--- src/rtl/proj_pkg.sv ---
// Shared types and sizing helpers for the GFM collector slice.
// Latency: n/a (declarations only).
// Backpressure: n/a.
//
// Contents: default widths, NPARTS / counter-width helpers, gfm_group_t.
package proj_pkg;

  localparam int DEF_FRAG_LEN          = 8;
  localparam int DEF_FRAG_PART         = 2;
  localparam int DEF_INDICE_LEN        = 5;
  localparam int DEF_SIGNED_INDICE_LEN = DEF_INDICE_LEN + 1;
  localparam int DEF_FIFO_DEPTH        = 4;

  // Number of chunks that make up one fragment.
  function automatic int nparts(input int frag_len, input int frag_part);
    return frag_len / frag_part;
  endfunction

  // Counter width able to hold 0..n-1 (at least one bit).
  function automatic int cnt_width(input int n);
    return (n > 1) ? $clog2(n) : 1;
  endfunction

  localparam int DEF_NPARTS = nparts(DEF_FRAG_LEN, DEF_FRAG_PART);

  // One completed group as stored in the output FIFO.
  typedef struct packed {
    logic                      clipped;
    logic [DEF_INDICE_LEN-1:0] index;
    logic [DEF_FRAG_LEN-1:0]   fragment;
  } gfm_group_t;

endpackage

--- src/rtl/proj_sync_fifo.sv ---
// Synchronous first-word-fall-through FIFO with full/empty flags.
// Latency: a written word is visible on rd_dat/rd_vld the cycle after the write.
// Backpressure: wr_rdy = ~full | pop; a write while full is accepted only alongside a pop.
//
// Ports: clk, rst_n (async active-low), wr_vld/wr_dat/wr_rdy (write side),
//        rd_vld/rd_dat/rd_rdy (read side, pop = rd_vld & rd_rdy), full, empty.
module proj_sync_fifo #(
  parameter int WIDTH = 14,
  parameter int DEPTH = 4
) (
  input  logic             clk,
  input  logic             rst_n,
  input  logic             wr_vld,
  input  logic [WIDTH-1:0] wr_dat,
  output logic             wr_rdy,
  output logic             rd_vld,
  output logic [WIDTH-1:0] rd_dat,
  input  logic             rd_rdy,
  output logic             full,
  output logic             empty
);

  localparam int AW = (DEPTH > 1) ? $clog2(DEPTH) : 1;
  localparam int CW = AW + 1;

  logic [WIDTH-1:0] mem [DEPTH];
  logic [AW-1:0]    wr_ptr;
  logic [AW-1:0]    rd_ptr;
  logic [CW-1:0]    count;
  logic             pop;
  logic             wr_acc;

  assign empty  = (count == '0);
  assign full   = (count == CW'(DEPTH));
  assign pop    = rd_rdy & ~empty;
  assign wr_rdy = ~full | pop;
  assign wr_acc = wr_vld & wr_rdy;

  // Outputs come straight from state (count, rd_ptr, mem): no input-to-output path.
  assign rd_vld = ~empty;
  assign rd_dat = mem[rd_ptr];

  // When full, wr_ptr == rd_ptr; a simultaneous push overwrites the slot being
  // popped, which is safe because the consumer takes the old word this cycle.
  always_ff @(posedge clk or negedge rst_n) begin
    if (!rst_n) begin
      wr_ptr <= '0;
      rd_ptr <= '0;
      count  <= '0;
      for (int i = 0; i < DEPTH; i++) begin
        mem[i] <= '0;
      end
    end else begin
      if (wr_acc) begin
        mem[wr_ptr] <= wr_dat;
        wr_ptr      <= wr_ptr + 1'b1;
      end
      if (pop) begin
        rd_ptr <= rd_ptr + 1'b1;
      end
      count <= count + CW'(wr_acc) - CW'(pop);
    end
  end

endmodule

--- src/rtl/proj_gfm_collector.sv ---
// Reassembles chunk beats into full fragments, clamps negative indices, queues groups.
// Latency: out_valid rises the cycle after the completing beat (FIFO empty case).
// Backpressure: none on input; a completed group meeting a full, non-popping FIFO is dropped (err_overflow).
//
// Ports: clk, rst_n; in_valid/in_index/in_gfm (free-running beats);
//        out_valid/out_ready/out_index/out_fragment/out_clipped (group stream);
//        err_overflow, err_mismatch (sticky until reset).
// Group field widths follow the package defaults, so width overrides belong in proj_pkg.
module proj_gfm_collector
  import proj_pkg::*;
#(
  parameter int FRAG_LEN          = DEF_FRAG_LEN,
  parameter int FRAG_PART         = DEF_FRAG_PART,
  parameter int INDICE_LEN        = DEF_INDICE_LEN,
  parameter int SIGNED_INDICE_LEN = DEF_SIGNED_INDICE_LEN,
  parameter int FIFO_DEPTH        = DEF_FIFO_DEPTH
) (
  input  logic                                clk,
  input  logic                                rst_n,
  input  logic                                in_valid,
  input  logic signed [SIGNED_INDICE_LEN-1:0] in_index,
  input  logic        [FRAG_PART-1:0]         in_gfm,
  output logic                                out_valid,
  input  logic                                out_ready,
  output logic        [INDICE_LEN-1:0]        out_index,
  output logic        [FRAG_LEN-1:0]          out_fragment,
  output logic                                out_clipped,
  output logic                                err_overflow,
  output logic                                err_mismatch
);

  localparam int NPARTS = nparts(FRAG_LEN, FRAG_PART);
  localparam int CW     = cnt_width(NPARTS);

  logic        [CW-1:0]                cnt_q;
  logic signed [SIGNED_INDICE_LEN-1:0] idx_q;
  logic        [FRAG_LEN-1:0]          asm_q;

  logic                 mismatch;
  logic [CW-1:0]        k_eff;
  logic [FRAG_LEN-1:0]  frag_next;
  logic                 last_beat;
  gfm_group_t           grp_in;
  gfm_group_t           grp_out;
  logic                 fifo_wr_rdy;
  logic                 fifo_full;
  logic                 fifo_empty;

  always_comb begin
    mismatch  = 1'b0;
    k_eff     = cnt_q;
    frag_next = asm_q;
    last_beat = 1'b0;
    grp_in    = '0;

    // An index change mid-group abandons the partial group and restarts at chunk 0.
    mismatch = in_valid && (cnt_q != '0) && (in_index != idx_q);
    if (mismatch) begin
      k_eff = '0;
    end

    for (int k = 0; k < NPARTS; k++) begin
      if (k_eff == CW'(k)) begin
        frag_next[FRAG_PART*k +: FRAG_PART] = in_gfm;
      end
    end

    last_beat = in_valid && (k_eff == CW'(NPARTS - 1));

    // On the completing beat in_index equals the captured index (otherwise it
    // would have been a mismatch), so the live value is used directly.
    grp_in.clipped  = in_index[SIGNED_INDICE_LEN-1];
    grp_in.index    = grp_in.clipped ? '0 : in_index[INDICE_LEN-1:0];
    grp_in.fragment = frag_next;
  end

  always_ff @(posedge clk or negedge rst_n) begin
    if (!rst_n) begin
      cnt_q        <= '0;
      idx_q        <= '0;
      asm_q        <= '0;
      err_overflow <= 1'b0;
      err_mismatch <= 1'b0;
    end else begin
      if (in_valid) begin
        asm_q <= frag_next;
        if (k_eff == '0) begin
          idx_q <= in_index;
        end
        cnt_q <= last_beat ? '0 : k_eff + 1'b1;
      end
      if (mismatch) begin
        err_mismatch <= 1'b1;
      end
      if (last_beat && !fifo_wr_rdy) begin
        err_overflow <= 1'b1;
      end
    end
  end

  proj_sync_fifo #(
    .WIDTH ($bits(gfm_group_t)),
    .DEPTH (FIFO_DEPTH)
  ) u_fifo (
    .clk    (clk),
    .rst_n  (rst_n),
    .wr_vld (last_beat),
    .wr_dat (grp_in),
    .wr_rdy (fifo_wr_rdy),
    .rd_vld (out_valid),
    .rd_dat (grp_out),
    .rd_rdy (out_ready),
    .full   (fifo_full),
    .empty  (fifo_empty)
  );

  assign out_index    = grp_out.index;
  assign out_fragment = grp_out.fragment;
  assign out_clipped  = grp_out.clipped;

endmodule

--- config.mk ---
export PLATFORM = sky130hd
export DESIGN_NAME = proj_gfm_collector
export DESIGN_NICKNAME = d
export VERILOG_FILES = /design/src/rtl/proj_pkg.sv /design/src/rtl/proj_sync_fifo.sv /design/src/rtl/proj_gfm_collector.sv
export SDC_FILE = /design/constraint.sdc
export NUM_CORES = 1
export LEC_CHECK = 0
export ABC_AREA = 0
export CORE_UTILIZATION = 40
export DETAILED_ROUTE_END_ITERATION = 16
export PLACE_DENSITY = 0.61
export SYNTH_ARGS = -nofsm -noshare
export SYNTH_HDL_FRONTEND = slang
export SYNTH_HIERARCHICAL = 1
export SYNTH_SLANG_ARGS = --single-unit
--- constraint.sdc ---
create_clock -name clk -period 3.24 [get_ports clk]
set_clock_uncertainty 0.05 [all_clocks]
set_input_delay 0.81 -clock clk [delete_from_list [all_inputs] [get_ports clk]]
set_output_delay 0.81 -clock clk [all_outputs]
set_load 0.005 [all_outputs]
==> results.yml <==
cts:
  hold_buffers: 0
  cts_tree: "built"
  cts_buffer_depth: 2
  clk_latency_ns: 0.34
  clkSinkCount: 81
  clkTransAtPathRegs_ns: 0.07
  clock-root-buffer: "clkbuf_8"
  cts_buffers: 9
  htree_levels: 3
power:
  swShare_pct: 28.7
  leakage_nw: 2.18
  p_sw_mw: 1.12
  powerDensity_mw_per_mm2: 815
  pwr-share-seq_pct: 42.1
  p_int_mw: 2.79
  power.total_mw: 3.91
  max-vdd-ir-drop_mv: 0.294
  p_comb_share_pct: 39.0
  pwr-share-clk_pct: 18.9
place:
  port_buffers: 28
  gp_congestion: 0.730
  placed_cells: 425
  hpwl_um: 5020
  place_area_sq_mm: 0.00457
critical_path:
  crit_type: "in -> reg"
  end_kind: "flop"
  rrSetupSlack_ns: 0.53
  r2r-start: "idx_q[3]$_DFFE_PN0P_"
  crit_fanout: 4
  ff2ff_path_depth: 11
  critPathRequiredTime_ns: 3.41
  start_kind: "input pin"
  cp.arrival_ns: 3.29
  r2r_end: "u_fifo/count[2]$_DFF_PN0_"
die:
  initial_utilization_pct: 41.2
  chipHeight_um: 102
  dieArea_sq_mm: 0.0105
  coreArea_sq_mm: 0.00977
  rows: 36
  die_w_um: 102
  io_pins: 29
cells_and_area:
  post-route-util_pct: 49.1
  drive_above_1_share_pct: 46.3
  finalNonFillerCells: 442
  n_fill_cell: 854
  ff_latch_area_sq_mm: 0.00203
  multiInputGateArea_sq_mm: 0.00185
  stdcell_area_sq_mm: 0.00480
  syn2layout_area_growth_pct: 19.3
  fin_nets: 327
  diodes: 0
sta:
  max_slew_margin_pct: 31.7
  final_max_slew_viol_count: 0
  fmax_mhz: 321
  finalHoldViolCount: 0
  tns_ns: 0
  period_needed_ns: 3.12
  setup_violations: 0
  worstMarginPinSlew_ns: 1.02
  period_share_pct: 96.1
logic_synthesis:
  synth_area_per_cell_sq_um: 16.1
  yosysWarnings: 6
  synth_fp_nets: 273
  syn_area_sq_mm: 0.00402
  synthCells: 250
detailed_routing:
  via_per_inst: 4.89
  drtPass1Iterations: 4
  drt_iter0_drc: 117
  wire_per_inst_um: 16.8
  drc_errors: 0
  ant_nets: 0
  drt-total-wl_um: 7440
  vias: 2160
hold_path:
  hold_path_depth: 1
  hold_start: "u_fifo/count[2]$_DFF_PN0_"
  hold_path.class: "reg -> reg"
  hold_end: "u_fifo/count[2]$_DFF_PN0_"
job:
  drv_cap: 0
outcome:
  outcome: "finished, final reports clean"
global_route:
  gr-usage-all-layers_pct: 16.0
  grt_max_degree: 82
  antenna_found_initial: 0
  grt_pass1_vias: 2278
  overflow: 0
  grt_pass1_wl_um: 12100
-- stage by stage --
stage / setup WS, ns / hold WS [ns]
final: 0.125 / 0.432
after global routing: -0.0240 / 0.464
after detailed placement: -0.305 / 0.415
after floorplan: 0.251 / 0.403
after CTS: 0.0331 / 0.447
after global placement: -0.244 / 0.422
-- routing by layer --
layer / up-vias / track usage (%) / wire [um]
li1: 1011 / - / -
met5: - / 0 / 0
met2: 27 / 24.6 / 3540
met1: 1114 / 22.1 / 3620
met3: 8 / 4.10 / 177
met4: 0 / 5.27 / 106
-- registers in the layout, summed over array words and instances (netlist names) --
register / flops
asm_q: 8
u_fifo/count: 3
err_overflow: 1
err_mismatch: 1
idx_q: 6
u_fifo/wr_ptr: 2
cnt_q: 2
u_fifo/rd_ptr: 2
u_fifo/mem: 56
-- critical path: stages --
cell and delay, ns:
clkdlybuf4s50_1 0.43, xor2_1 0.18, nor4_4 0.35, a31o_1 0.23
ha_2 0.19, nand2_1 0.08, inv_2 0.08, mux2i_1 0.07
ha_1 0.20, fa_1 0.37, xor2_1 0.16, xnor2_1 0.13
-- final cells by class --
type,count,share of cell area (%)
Tap cell,133,3.47
Clock buffer,12,3.02
Inverter,4,0.313
Clock inverter,4,1.09
Multi-Input combinational cell,152,38.6
Sequential cell,81,42.2
Timing Repair Buffer,56,11.3
-- how the worst max path moves through the flow --
| stage | slack [ns] | to | from | cells after the start |
|---|---|---|---|---|
| 6_report | 0.12 | u_fifo/count[2]$_DFF_PN0_ | in_index[4] | 12 |
| 4_1_cts | 0.03 | u_fifo/count[2]$_DFF_PN0_ | in_index[2] | 12 |
| 3_3_place_gp | -0.24 | u_fifo/count[2]$_DFF_PN0_ | in_index[2] | 12 |
| 2_1_floorplan | 0.25 | u_fifo/count[2]$_DFF_PN0_ | in_index[2] | 11 |
| 5_1_grt | -0.02 | u_fifo/count[2]$_DFF_PN0_ | in_index[4] | 12 |
| 3_5_place_dp | -0.31 | u_fifo/count[2]$_DFF_PN0_ | in_index[2] | 12 |
-- repair_timing --
| item | in CTS | in global routing |
|---|---|---|
| resized for setup | 0 | 6 |
| setup endpoints to repair | 0 | 6 |
| setup buffers | 0 | 1 |
-- cell usage in the layout, fill, tap and decap left out, types with 3 or more instances in the layout --
| master | instances |
|---|---|
| clkdlybuf4s50_1 | 25 |
| mux2_4 | 40 |
| xor2_1 | 5 |
| buf_4 | 25 |
| mux2_2 | 39 |
| inv_1 | 3 |
| xnor2_1 | 4 |
| dfrtp_1 | 81 |
| nor2b_1 | 7 |
| buf_12 | 4 |
| ha_1 | 9 |
| mux4_2 | 14 |
| clkinvlp_4 | 3 |
| clkbuf_8 | 10 |
| nand2_1 | 5 |
| nor2_1 | 3 |
| and3_1 | 4 |
-- power by group through the flow --
stage / sequential [mW] / clock, mW / combinational (mW)
global route: 1.70 / 0.817 / 1.67
finish: 1.65 / 0.739 / 1.53
CTS: 1.65 / 0.761 / 1.55
global placement: 1.65 / 0 / 1.52
detailed placement: 1.66 / 0 / 1.55
floorplan: 1.58 / 0 / 1.04
No activity file was read; power rests on OpenSTA's default activity.
